File: src/rtl/sx1278_spi_pkg.sv
// Shared types and constants for the SX1278-style SPI register responder.
// Frame = address byte (bit7 = write-not-read) followed by data bytes.
package sx1278_spi_pkg;

  typedef enum logic [1:0] {
    IDLE = 2'd0,
    ADDR = 2'd1,
    DATA = 2'd2
  } state_t;

  localparam int WNR_BIT = 7;

  localparam logic [6:0] REG_FIFO    = 7'h00;
  localparam logic [6:0] REG_OP_MODE = 7'h01;
  localparam logic [6:0] REG_VERSION = 7'h42;

endpackage

File: src/rtl/sync_edge_det.sv
// Multi-flop synchroniser for one asynchronous input, plus a history flop
// that yields single-cycle rise/fall pulses on the synchronised level.
module sync_edge_det #(
  parameter int   STAGES  = 2,
  parameter logic RST_VAL = 1'b0
) (
  input  logic clk_in,
  input  logic rst,
  input  logic din,
  output logic level,
  output logic rise,
  output logic fall
);

  logic [STAGES-1:0] chain;
  logic              hist;

  always_ff @(posedge clk_in or posedge rst) begin
    if (rst) begin
      chain <= {STAGES{RST_VAL}};
      hist  <= RST_VAL;
    end else begin
      chain <= {chain[STAGES-2:0], din};
      hist  <= chain[STAGES-1];
    end
  end

  assign level = chain[STAGES-1];
  assign rise  = level & ~hist;
  assign fall  = ~level & hist;

endmodule

File: src/rtl/sx1278_spi_responder.sv
// SPI mode-0 target answering SX1278-style register frames, oversampled in clk_in.
// Address byte selects register and direction; following bytes burst with auto-increment.
module sx1278_spi_responder
  import sx1278_spi_pkg::*;
#(
  parameter int ADDR_W      = 7,
  parameter int DATA_W      = 8,
  parameter int SYNC_STAGES = 2
) (
  input  logic              clk_in,
  input  logic              rst,
  input  logic              sclk,
  input  logic              nss,
  input  logic              mosi,
  output logic              miso,
  output logic              miso_oe,
  output logic [ADDR_W-1:0] reg_addr,
  output logic              reg_re,
  input  logic [DATA_W-1:0] reg_rdata,
  output logic              reg_we,
  output logic [DATA_W-1:0] reg_wdata,
  output logic              frame_err
);

  localparam int               CNT_W    = $clog2(DATA_W);
  localparam logic [CNT_W-1:0] LAST_BIT = CNT_W'(DATA_W - 1);

  logic [1:0]        rst_pipe;
  logic              rst_int;
  logic              sclk_rise, sclk_fall, sclk_level;
  logic              nss_sync, nss_rise, nss_fall;
  logic              mosi_sync, mosi_rise_unused, mosi_fall_unused;
  state_t            state, state_nx;
  logic [CNT_W-1:0]  bit_cnt;
  logic [DATA_W-2:0] rx_shift;
  logic [DATA_W-1:0] rx_byte;
  logic [DATA_W-1:0] tx_shift;
  logic              miso_q;
  logic              wnr;
  logic              load_pend;
  logic              shift_en, byte_done, addr_done, data_done, tx_step, abort_partial;

  // Reset asserts immediately but releases only after two clean clk_in edges.
  always_ff @(posedge clk_in or posedge rst) begin
    if (rst) rst_pipe <= 2'b11;
    else     rst_pipe <= {rst_pipe[0], 1'b0};
  end
  assign rst_int = rst_pipe[1];

  sync_edge_det #(.STAGES(SYNC_STAGES), .RST_VAL(1'b0)) u_sync_sclk (
    .clk_in(clk_in), .rst(rst_int), .din(sclk),
    .level(sclk_level), .rise(sclk_rise), .fall(sclk_fall)
  );

  // nss idles high so a reset never fakes a frame start.
  sync_edge_det #(.STAGES(SYNC_STAGES), .RST_VAL(1'b1)) u_sync_nss (
    .clk_in(clk_in), .rst(rst_int), .din(nss),
    .level(nss_sync), .rise(nss_rise), .fall(nss_fall)
  );

  sync_edge_det #(.STAGES(SYNC_STAGES), .RST_VAL(1'b0)) u_sync_mosi (
    .clk_in(clk_in), .rst(rst_int), .din(mosi),
    .level(mosi_sync), .rise(mosi_rise_unused), .fall(mosi_fall_unused)
  );

  always_ff @(posedge clk_in or posedge rst_int) begin
    if (rst_int) state <= IDLE;
    else         state <= state_nx;
  end

  always_comb begin
    state_nx = state;
    if (nss_rise)                      state_nx = IDLE;
    else if (nss_fall)                 state_nx = ADDR;
    else if (state == ADDR && byte_done) state_nx = DATA;
  end

  always_comb begin
    shift_en      = sclk_rise && !nss_sync && !nss_rise && !nss_fall && (state != IDLE);
    byte_done     = shift_en && (bit_cnt == LAST_BIT);
    addr_done     = byte_done && (state == ADDR);
    data_done     = byte_done && (state == DATA);
    tx_step       = sclk_fall && !nss_sync && !nss_rise && (state == DATA) && !wnr;
    abort_partial = nss_rise && (state != IDLE) && (bit_cnt != '0);
  end

  assign rx_byte = {rx_shift, mosi_sync};
  assign miso_oe = ~nss_sync;
  assign miso    = miso_q & miso_oe;

  always_ff @(posedge clk_in or posedge rst_int) begin
    if (rst_int) begin
      bit_cnt   <= '0;
      rx_shift  <= '0;
      tx_shift  <= '0;
      miso_q    <= 1'b0;
      wnr       <= 1'b0;
      load_pend <= 1'b0;
      reg_addr  <= '0;
      reg_re    <= 1'b0;
      reg_we    <= 1'b0;
      reg_wdata <= '0;
      frame_err <= 1'b0;
    end else begin
      reg_re    <= 1'b0;
      reg_we    <= 1'b0;
      frame_err <= abort_partial;
      load_pend <= reg_re;

      if (nss_fall || nss_rise) begin
        bit_cnt  <= '0;
        rx_shift <= '0;
      end else if (shift_en) begin
        bit_cnt  <= bit_cnt + CNT_W'(1);
        rx_shift <= rx_byte[DATA_W-2:0];
      end

      if (addr_done) begin
        wnr      <= rx_byte[WNR_BIT];
        reg_addr <= rx_byte[ADDR_W-1:0];
        reg_re   <= ~rx_byte[WNR_BIT];
      end

      if (data_done) begin
        if (wnr) begin
          reg_wdata <= rx_byte;
          reg_we    <= 1'b1;
        end else begin
          reg_addr <= reg_addr + ADDR_W'(1);
          reg_re   <= 1'b1;
        end
      end

      // Writes commit at the current address, then advance for the next burst byte.
      if (reg_we) reg_addr <= reg_addr + ADDR_W'(1);

      if (nss_fall) begin
        wnr      <= 1'b0;
        tx_shift <= '0;
        miso_q   <= 1'b0;
      end else if (load_pend) begin
        tx_shift <= reg_rdata;
      end else if (tx_step) begin
        miso_q   <= tx_shift[DATA_W-1];
        tx_shift <= {tx_shift[DATA_W-2:0], 1'b0};
      end
    end
  end

endmodule

File: config.mk
export PLATFORM = sky130hd
export DESIGN_NAME = sx1278_spi_responder
export DESIGN_NICKNAME = d
export VERILOG_FILES = /design/src/rtl/sx1278_spi_pkg.sv /design/src/rtl/sync_edge_det.sv /design/src/rtl/sx1278_spi_responder.sv
export SDC_FILE = /design/constraint.sdc
export NUM_CORES = 1
export LEC_CHECK = 0
export BUFFER_PORTS_ARGS = -buffer_cell sky130_fd_sc_hd__clkbuf_2
export CELL_PAD_IN_SITES_DETAIL_PLACEMENT = 1
export CELL_PAD_IN_SITES_GLOBAL_PLACEMENT = 1
export CORE_ASPECT_RATIO = 1.75
export CORE_MARGIN = 5
export CORE_UTILIZATION = 47
export CTS_BUF_LIST = sky130_fd_sc_hd__clkbuf_8
export CTS_CLUSTER_SIZE = 24
export DETAILED_ROUTE_END_ITERATION = 8
export GPL_TIMING_DRIVEN = 0
export PLACE_DENSITY = 0.93
export SETUP_SLACK_MARGIN = 0.3
export SLEW_MARGIN = 20
export SYNTH_ARGS = -nofsm -noshare
export SYNTH_HDL_FRONTEND = slang
export SYNTH_SLANG_ARGS = --single-unit
File: constraint.sdc
create_clock -name clk_in -period 2.15 [get_ports clk_in]
set_clock_uncertainty 0.1 [all_clocks]
set_input_delay 0.3225 -clock clk_in [delete_from_list [all_inputs] [get_ports clk_in]]
set_output_delay 0.3225 -clock clk_in [all_outputs]
set_load 0.1 [all_outputs]
* Word level (Yosys, flattened, before mapping)
Cells that the tools add are included.
** Storage, ports and cells
- Flip-flop bits (word level) :: 51
- Bits in latches :: 0
- RAM bits :: 0
- Bits in read-only memories :: 0
- Input port bits :: 13
- Logic and storage cells :: 85
- Memories :: 0
** Operators by class
- Add/sub/neg operators :: 2
- $mul :: 0
- Divide/modulo/power cells :: 0
- Magnitude comparators :: 0
- Eq/ne operators :: 4
- Shift operators :: 0
- Multiplexer cells :: 24
- Bitwise operators :: 10
- Reduce and logical (&&, ||, !) cells :: 27
** Operator list (count)
- $mux 7 :: 6
- $mux 8 :: 3
- $logic_and 1x1->1 :: 13
- $mux 1 :: 10
- $reduce_bool 3->1 :: 3
- $reduce_bool 2->1 :: 4
- $add 7x1->7 const B :: 1
- $mux 2 :: 3
- $mux 3 :: 2
- $and 1x1->1 :: 5
- $not 1->1 :: 5
- $logic_not 1->1 :: 4
- $reduce_and 2->1 :: 2
- $add 3x1->3 const B :: 1
- $eq 3x3->1 const B :: 1
- $eq 2x1->1 const B :: 1
- $eq 2x2->1 const B :: 1
- $ne 2x2->1 const B :: 1
- $logic_or 1x1->1 :: 1

* Logic depth before layout (Yosys ltp)
Gate-level depths: netlist (run 1).
- Word-level depth :: 12
- Mapped depth :: 7
- Mapped depth without buffers :: 6

* Hierarchy
Synthesis (run 1) repeated with hierarchy kept, for this count alone.
** Unflattened totals
- Cells, all modules :: 196
- Area, all modules :: 2282.2 um^2
** By module, submodules not included
- sx1278_spi_responder :: instances 1, cells each 178, area each 1996.9 um^2, sequential area each 1078.5 um^2
- sync_edge_det (u_sync_mosi ...) :: instances 2, cells each 6, area each 93.8 um^2, sequential area each 75.1 um^2
- sync_edge_det (u_sync_nss) :: instances 1, cells each 6, area each 97.6 um^2, sequential area each 78.8 um^2

* Least setup slack after synthesis (run 1)
Ideal clock, no wire load.
- Kind :: register -> register
- From :: register u_sync_nss.chain[1]
- To :: register reg_wdata[0]
- Library setup time :: 0.125 ns
- Data arrival time :: 2.527 ns
- Data required time :: 1.925 ns
- Path slack :: -0.602 ns
- Cell stages (with the launch flop) :: 7
- Cell sequence :: dfstp_2 > inv_1 > ha_1 > and4bb_4 > nand2_2 > nor4_4 > mux2_2
** Between the ends
- Word-level cells in the longest chain between the ends :: 8
** RTL lines
- start, declared :: RTL line sync_edge_det.sv:15 : logic [STAGES-1:0] chain;
- start signal, assigned :: RTL line sync_edge_det.sv:20 : chain <= {STAGES{RST_VAL}};
- start signal, assigned :: RTL line sync_edge_det.sv:23 : chain <= {chain[STAGES-2:0], din};
- $not 1->1
- via miso_oe :: RTL line sx1278_spi_responder.sv:16 : output logic miso_oe,
- $and 1x1->1 :: RTL line sync_edge_det.sv:30 : assign fall = ~level & hist;
- $logic_not 1->1 :: RTL line sx1278_spi_responder.sv:79 : shift_en = sclk_rise && !nss_sync && !nss_rise && !nss_fall && (state != IDLE);
- $logic_and 1x1->1 (2 in a row) :: RTL line sx1278_spi_responder.sv:79
- $logic_and 1x1->1 :: RTL line sx1278_spi_responder.sv:80 : byte_done = shift_en && (bit_cnt == LAST_BIT);
- $logic_and 1x1->1 :: RTL line sx1278_spi_responder.sv:82 : data_done = byte_done && (state == DATA);
- $reduce_and 2->1 (no line)
- end signal, assigned :: RTL line sx1278_spi_responder.sv:126 : reg_wdata <= rx_byte;
- end, declared :: RTL line sx1278_spi_responder.sv:21 : output logic [DATA_W-1:0] reg_wdata,
The timed path passes the listed nets, and every way through them passes these cells.
A chain may end at the register's enable or synchronous reset.

* Worst setup path after layout (run 1)
- From :: register bit_cnt[1]
- To :: register reg_addr[6]
** Between the ends
- Word-level cells in the longest chain between the ends :: 7
** RTL lines
- start, declared :: RTL line sx1278_spi_responder.sv:34 : logic [CNT_W-1:0] bit_cnt;
- start signal, assigned :: RTL line sx1278_spi_responder.sv:114 : bit_cnt <= bit_cnt + CNT_W'(1);
- $eq 3x3->1 (*) :: RTL line sx1278_spi_responder.sv:80
- $logic_and 1x1->1 (*) :: RTL line sx1278_spi_responder.sv:80
- $logic_and 1x1->1 :: RTL line sx1278_spi_responder.sv:81 : addr_done = byte_done && (state == ADDR);
- $mux 7 :: RTL line sx1278_spi_responder.sv:118 : if (addr_done) begin
- $mux 7 :: RTL line sx1278_spi_responder.sv:125 : if (wnr) begin
- $mux 7 (*) :: RTL line sx1278_spi_responder.sv:124 : if (data_done) begin
- $mux 7 (*) :: RTL line sx1278_spi_responder.sv:135 : if (reg_we) reg_addr <= reg_addr + ADDR_W'(1);
- end signal, assigned :: RTL line sx1278_spi_responder.sv:120 : reg_addr <= rx_byte[ADDR_W-1:0];
- end signal, assigned :: RTL line sx1278_spi_responder.sv:129 : reg_addr <= reg_addr + ADDR_W'(1);
- end signal, assigned :: RTL line sx1278_spi_responder.sv:135
- end, declared :: RTL line sx1278_spi_responder.sv:17 : output logic [ADDR_W-1:0] reg_addr,
Mark *: on every way between the ends. The rest lies on a longest branch, timed or not.

==> qor.csv, run 1 <==
stage;metric;value;unit
drt;vias;1831;
layout;share of cells above drive strength 1;48.09;%
drt;wire length per cell;23.67;um
worst_setup_path;Crit path max-delay family;buffers and inverters;
worst_setup_path;CP max stage delay;420;ps
layout;area delta synth->final;40.08;%
place;Buffers on Ports;32;
yosys;Post-Syn Area;2326;sq um
global_routing;first-pass GRT wire length;10380;um
clock_tree;clock latency at the later pin of the worst-skew pair;310;ps
clock_tree;CTS tree;done;
flow_run;Max Cap Violations;0;
worst_setup_path;CP max-delay cell;dfrtp_1;
pwr;VDD IR max;0.4898;mV
pwr;internal power;1.431;mW
drt;initial drt markers;85;
yosys;Post-Syn Instances;192;
yosys;warnings from Yosys;0;
yosys;top post-synthesis cells by area;dfrtp_1, mux2i_1, mux2_2, dfstp_2, ha_1;
pwr;switching pwr;0.4437;mW
yosys;Post-synth ARST share;100.0;%
layout;Final Non-Filler Cells;316;
worst_setup_path;CP most frequent cell;buf_6;
pwr;PwrDens;575.4;nW/um^2
floorplan;Std-Cell Rows;34;
pwr;Comb pwr share;9.3;%
sta;Final Hold Viols;0;
clock_tree;CTS Buf Count;5;
place;Post-DP HPWL;3595;um
worst_setup_path;Worst Path Required;2250;ps
yosys;Yosys cell types;42;
floorplan;Initial Utilization;47.54;%
yosys;Syn Area/Cell;12.11;sq um
yosys;ys flop type;dfrtp_1;
floorplan;Die Ht;103.1;um
clock_tree;clock root buffer master;clkbuf_8;
floorplan;io pins;33;
layout;FILL cells;483;
worst_setup_path;CP arrival;2300;ps
place;dpl cells;279;
worst_setup_path;crit path max fanout;6;
layout;diode count;0;
pwr;clock power share;37.9;%
sta;Worst Max-Slew Pin Slew;663.8;ps
yosys;top-area cell type share of the netlist area;49.49;%
sta;Max transition margin;55.75;%
worst_setup_path;CP bufs+invs;4;
worst_setup_path;CP endpoint kind;flip-flop;
layout;fin nets;280;
global_routing;GRT overflow;0;
yosys;post-synthesis register bit count;51;
global_routing;initial antenna violation count;0;
yosys;fraction of the yosys area taken by sequential cells;55.14;%
floorplan;die span in x;63.18;um
global_routing;pin count of the biggest net entering global routing;31;
worst_setup_path;crit path cell chain;ha_2, ha_4, and4bb_4, buf_6, buf_6, buf_6, and3_4, buf_8, a221o_1;
worst_setup_path;type of the worst setup path;flip-flop to flip-flop;
worst_setup_path;startpoint types;flip-flop;
clock_tree;Clock Tree Buf Depth;2;
sta;final period utilization;102.4;%
clock_tree;clock edge transition at the registers on the reported setup and hold paths;90;ps
sta;Hold Slack;18.62;ps
hold_path;HP Class;primary input to flip-flop;
sta;Max Slew Vio Count;0;
drt;drt drc;0;
pwr;Seq pwr share;52.7;%
sta;crit path time final;2201;ps
pwr;static leakage;1.491;nW
clock_tree;# H-tree levels;2;
floorplan;Total Die Area;6511;sq um
global_routing;vias in the first global route;2029;
global_routing;GRT Util Overall;20.70;%
pwr;switch share;23.67;%
drt;Routed WL;7481;um
drt;Antenna Nets Post-Route;0;
clock_tree;clk sink count;51;
yosys;syn_nets;211;
yosys;post-synth top area cell;dfrtp_1;
place;Placer Congestion;0.7144;
outcome;failing checks;negative setup slack;
floorplan;total core area;4892;sq um
outcome;status;finished with violations;
sta;Final setup viols;8;
sta;RSZ-0062 raised after global routing;true;
sta;PnR worst setup slack;-51.17;ps
drt;DR vias/cell;5.794;
yosys;Post-synth EDFFs;0;
sta;Max Clock Freq;454.3;MHz
drt;DR pass1 iterations;4;
==> cell type report <==
cell class / instances / area (sq um) / share of cell area, %
Clock inverter: 2 / 38.79 / 1.190
Tap cell: 54 / 67.56 / 2.074
Sequential cell: 51 / 1282 / 39.36
Buffer: 7 / 52.55 / 1.613
Inverter: 13 / 48.80 / 1.498
Timing Repair Buffer: 62 / 469.2 / 14.40
Multi-Input combinational cell: 121 / 1216 / 37.33
Clock buffer: 6 / 82.58 / 2.535
==> sequential cells by signal (all words and copies together) (netlist names), 2 cells and up <==
register / count
u_sync_sclk.chain: 2
reg_addr: 7
tx_shift: 8
reg_wdata: 8
u_sync_nss.chain: 2
rst_pipe: 2
u_sync_mosi.chain: 2
bit_cnt: 3
rx_shift: 7
state: 2
==> placed cells by master, fill, tap and decap left out, drive strengths merged <==
master / n
o21ai: 4
dfrtp: 46
and2: 1
or3b: 2
nor2b: 10
o221ai: 2
nor4: 3
conb: 1
a221o: 3
clkbuf: 39
or3: 2
dlygate4sd3: 2
or2: 1
inv: 14
a21oi: 6
buf: 34
and3: 2
mux2: 15
xnor2: 1
and4bb: 1
nand4: 1
mux2i: 20
bufinv: 1
nand2b: 3
o31ai: 1
a21boi: 1
nand2: 7
nor3b: 2
o22ai: 1
a32oi: 1
dfstp: 5
a31oi: 3
nand3: 3
ha: 6
o311ai: 2
nor2: 16
==> power by group through the flow <==
stage | clock network, mW | registers (mW) | logic (mW)
6_report | 0.711 | 0.988 | 0.175
5_1_grt | 0.765 | 0.990 | 0.186
4_1_cts | 0.721 | 0.987 | 0.153
3_5_place_dp | 0 | 1.00 | 0.121
3_3_place_gp | 0 | 1.00 | 0.112
2_1_floorplan | 0 | 1.00 | 0.0832
==> cell families after synthesis <==
family          Yosys count  share of synthesized area [%]
other cells               1                         0.1612
flops                    51                          55.14
xor+xnor                  1                         0.3766
buf+inv                  20                          3.604
simple gates             54                          13.72
compound gates           24                          7.908
mux                      35                          15.87
fa+ha+maj                 6                          3.227
==> path summary, 6_finish.rpt <==
check / end / slack [ps] / cells past startpoint / from
setup / recovery: reg_addr[6] / -50 / 9 / bit_cnt[1]
hold / removal: u_sync_mosi.chain[0] / 20 / 1 / mosi
setup reg to reg: reg_addr[6] / -50 / 9 / bit_cnt[1]
hold reg to reg: miso_q / 150 / 1 / rst_pipe[1]
max in group asynchronous: state[0] / 1290 / 2 / rst_pipe[1]
min in group asynchronous: miso_q / 150 / 1 / rst_pipe[1]
==> worst reg2reg max path: cells and delay by family, from the launching register on <==
kind            cells  cell delay [ps]
buf+inv             4              470
flops               1              420
simple gates        2              400
fa+ha+maj           2              360
compound gates      1              350
==> cell usage after synthesis (4+ instances only) <==
master,instances
nor2_1,16
dfrtp_1,46
ha_1,6
a21oi_1,6
clkbuf_1,4
o21ai_0,4
mux2_2,14
nor2b_1,10
mux2i_1,20
dfstp_2,5
nand2_1,6
inv_1,13
==> per-stage QoR <==
stage / TNS, ps / area, sq um / setup slack [ps] / utilization (%) / power [mW]
2_1_floorplan: -10230 / 2326 / -602.2 / - / 1.086
5_1_grt: -1109 / 3258 / -100.3 / 66.60 / 1.940
3_5_place_dp: -3771 / 2574 / -388.8 / 52.61 / 1.126
6_report: -103.3 / 3258 / -51.17 / 66.60 / 1.875
3_3_place_gp: -3005 / 2554 / -340.0 / 52.20 / 1.115
4_1_cts: -168.5 / 3052 / -28.09 / 62.38 / 1.861
==> timing repair <==
action / 4_1_cts / 5_1_grt
pin swaps: 16 / 13
resized for setup: 45 / 40
endpoints found under the setup margin: 38 / 39
setup buffers: 19 / 6
hold endpoints to repair: 3 / 0
gates cloned: 2 / 0
hold buffers: 2 / 0
==> routing by layer <==
metal  up-vias  track usage, %  wire length [um]
li1        809               -                 -
met1       958           22.71              2845
met2        42           36.60              4147
met3        22           3.599               170
met4         0           13.28               317
met5         -               0                 0
(Power assumes the default switching activity.)
==> inputs of run 2 (changes only) <==
--- a/config.mk
+++ b/config.mk
@@ -9,13 +9,12 @@
 export CELL_PAD_IN_SITES_DETAIL_PLACEMENT = 1
 export CELL_PAD_IN_SITES_GLOBAL_PLACEMENT = 1
 export CORE_ASPECT_RATIO = 1.75
-export CORE_MARGIN = 5
 export CORE_UTILIZATION = 47
 export CTS_BUF_LIST = sky130_fd_sc_hd__clkbuf_8
 export CTS_CLUSTER_SIZE = 24
 export DETAILED_ROUTE_END_ITERATION = 8
 export GPL_TIMING_DRIVEN = 0
-export PLACE_DENSITY = 0.93
+export PLACE_DENSITY_LB_ADDON = 0.1
 export SETUP_SLACK_MARGIN = 0.3
 export SLEW_MARGIN = 20
 export SYNTH_ARGS = -nofsm -noshare
==> qor.csv, run 2 (synthesized netlist as in run 1, its figures left out) <==
stage;metric;value;unit;change
pwr;internal power;1.424;mW;was 1.431 mW
pwr;clock power share;37.7;%;was 37.9%
pwr;Seq pwr share;53.3;%;was 52.7%
flow_run;Max Cap Violations;0;;unchanged
sta;crit path time final;2103;ps;was 2201 ps
layout;fin nets;275;;was 280
layout;Top Registers;reg_wdata x8, tx_shift x8;;unchanged
layout;cell area after layout;3137;sq um;was 3258 sq um
drt;DR vias/cell;5.654;;was 5.794
drt;Routed WL;6199;um;was 7481 um
place;Buffers on Ports;32;;unchanged
clock_tree;Clock Tree Buf Depth;2;;unchanged
worst_setup_path;crit path max fanout;4;;was 6
place;Placer Congestion;0.8927;;was 0.7144
global_routing;first-pass GRT wire length;9432;um;was 10380 um
sta;Max transition margin;52.33;%;was 55.75%
drt;DR pass1 iterations;4;;unchanged
layout;area delta synth->final;34.86;%;was 40.08%
worst_setup_path;CP arrival;2230;ps;was 2300 ps
global_routing;GRT Util Overall;26.04;%;was 20.70%
clock_tree;clock latency at the later pin of the worst-skew pair;310;ps;about the same
drt;vias;1747;;was 1831
floorplan;Total Die Area;5245;sq um;was 6511 sq um
place;Post-DP HPWL;3747;um;was 3595 um
clock_tree;# H-tree levels;2;;unchanged
pwr;PwrDens;589.9;nW/um^2;was 575.4 nW/um^2
layout;share of cells above drive strength 1;43.97;%;was 48.09%
floorplan;die span in x;55.18;um;was 63.18 um
worst_setup_path;Worst Path Required;2280;ps;was 2250 ps
floorplan;Std-Cell Rows;33;;was 34
global_routing;initial antenna violation count;0;;unchanged
worst_setup_path;Critical Path Start;u_sync_nss.chain[1];;was bit_cnt[1]
floorplan;io pins;33;;unchanged
sta;Max Clock Freq;475.5;MHz;was 454.3 MHz
drt;Antenna Nets Post-Route;0;;unchanged
drt;initial drt markers;28;;was 85
outcome;status;complete, no violations;;was finished with violations
floorplan;Die Ht;95.06;um;was 103.1 um
global_routing;vias in the first global route;1969;;was 2029
hold_path;HP Start;mosi;;unchanged
global_routing;pin count of the biggest net entering global routing;30;;was 31
clock_tree;clock edge transition at the registers on the reported setup and hold paths;90;ps;about the same
floorplan;total core area;4707;sq um;was 4892 sq um
sta;Worst Max-Slew Pin Slew;715.1;ps;was 663.8 ps
clock_tree;CTS Buf Count;5;;unchanged
clock_tree;clk sink count;51;;unchanged
worst_setup_path;startpoint types;flip-flop;;unchanged
pwr;Comb pwr share;9.0;%;was 9.3%
sta;final period utilization;97.83;%;was 102.4%
worst_setup_path;CP endpoint kind;flip-flop;;unchanged
worst_setup_path;type of the worst setup path;flip-flop to flip-flop;;unchanged
clock_tree;CTS tree;done;;unchanged
pwr;switching pwr;0.4269;mW;was 0.4437 mW
floorplan;Initial Utilization;49.42;%;was 47.54%
layout;most common cell after layout, fill and taps aside;dfrtp_1;;unchanged
hold_path;HP Class;primary input to flip-flop;;unchanged
drt;drt drc;0;;unchanged
sta;RSZ-0062 raised after global routing;true;;unchanged
sta;Final Hold Viols;0;;unchanged
pwr;switch share;23.07;%;was 23.67%
drt;wire length per cell;20.06;um;was 23.67 um
worst_setup_path;RR Startpoint;u_sync_nss.chain[1];;was bit_cnt[1]
pwr;static leakage;1.440;nW;was 1.491 nW
clock_tree;clock root buffer master;clkbuf_8;;unchanged
layout;fin util;66.64;%;was 66.60%
sta;Final setup viols;0;;was 8
layout;diode count;0;;unchanged
pwr;VDD IR max;0.7378;mV;was 0.4898 mV
global_routing;GRT overflow;0;;unchanged
layout;commonest cells after routing, fill and taps aside;dfrtp_1, clkbuf_2, mux2i_1;;unchanged
place;dpl cell area;2571;sq um;was 2574 sq um
sta;Max Slew Vio Count;0;;unchanged
==> run 2: cell types whose count changed in the layout (fill, tap and decap cells not counted), sizes merged <==
cell,before,now
buf,34,26
clkbuf,39,42
clkinv,0,1
inv,14,13
==> run 2: cell type report <==
cell class                      instances  area [sq um]
Fill cell                             493          1570
Buffer                                  7         51.30
Timing Repair Buffer                   57         410.4
Multi-Input combinational cell        121          1161
Tap cell                               52         65.06
Clock inverter                          2         35.03
Clock buffer                            6         82.58
Inverter                               13         48.80
Sequential cell                        51          1282
==> run 2: worst paths after layout <==
check	end	slack (ps)	cells past startpoint
hold reg to reg	u_sync_sclk.chain[1]	170	1
setup reg to reg	reg_addr[2]	50	7
max in group asynchronous	state[0]	1270	2
min in group asynchronous	u_sync_sclk.chain[1]	170	1
hold / removal	u_sync_mosi.chain[0]	10	1
setup / recovery	reg_addr[2]	50	7
==> run 2: power groups by stage <==
stage                     registers, mW  clock network, mW  logic (mW)
after floorplan                    1.00                  0      0.0832
final                             0.986              0.698       0.167
after global placement             1.00                  0       0.112
after global routing              0.988              0.739       0.182
after detailed placement           1.00                  0       0.121
after CTS                         0.985              0.705       0.153
==> run 2: stage by stage <==
stage	worst slack (ps)	hold slack (ps)	instances	total power [mW]	TNS, ps
after floorplan	-602.2	134.0	192	1.086	-10230
after global placement	-348.9	223.0	276	1.116	-3120
after detailed placement	-402.4	187.3	277	1.126	-4661
after CTS	10.46	16.75	307	1.843	0
after global routing	-23.13	7.133	309	1.910	-82.74
final	46.76	12.23	309	1.851	0
==> run 2: repair_timing <==
action | 4_1_cts | 5_1_grt
pin swaps | 12 | 9
cloned | 1 | 0
endpoints found under the hold margin | 3 | 0
hold buffers | 2 | 0
resized for setup | 32 | 28
setup buffers | 19 | 2
endpoints found under the setup margin | 38 | 38
==> run 2: routing by layer <==
layer,track usage [%],part of all wire [%],up-vias
met2,47.59,57,48
met1,27.13,37,891
met4,12.92,3.3,0
li1,-,-,791
met5,0,0,-
met3,3.668,3.5,17
==> run 2: critical path, stage by stage, from the launching register on <==
cell and delay [ps]:
dfstp_2 550, inv_2 50, ha_4 150, and4bb_4 350, buf_6 120, a31oi_4 100
or3b_1 420, a32oi_1 200
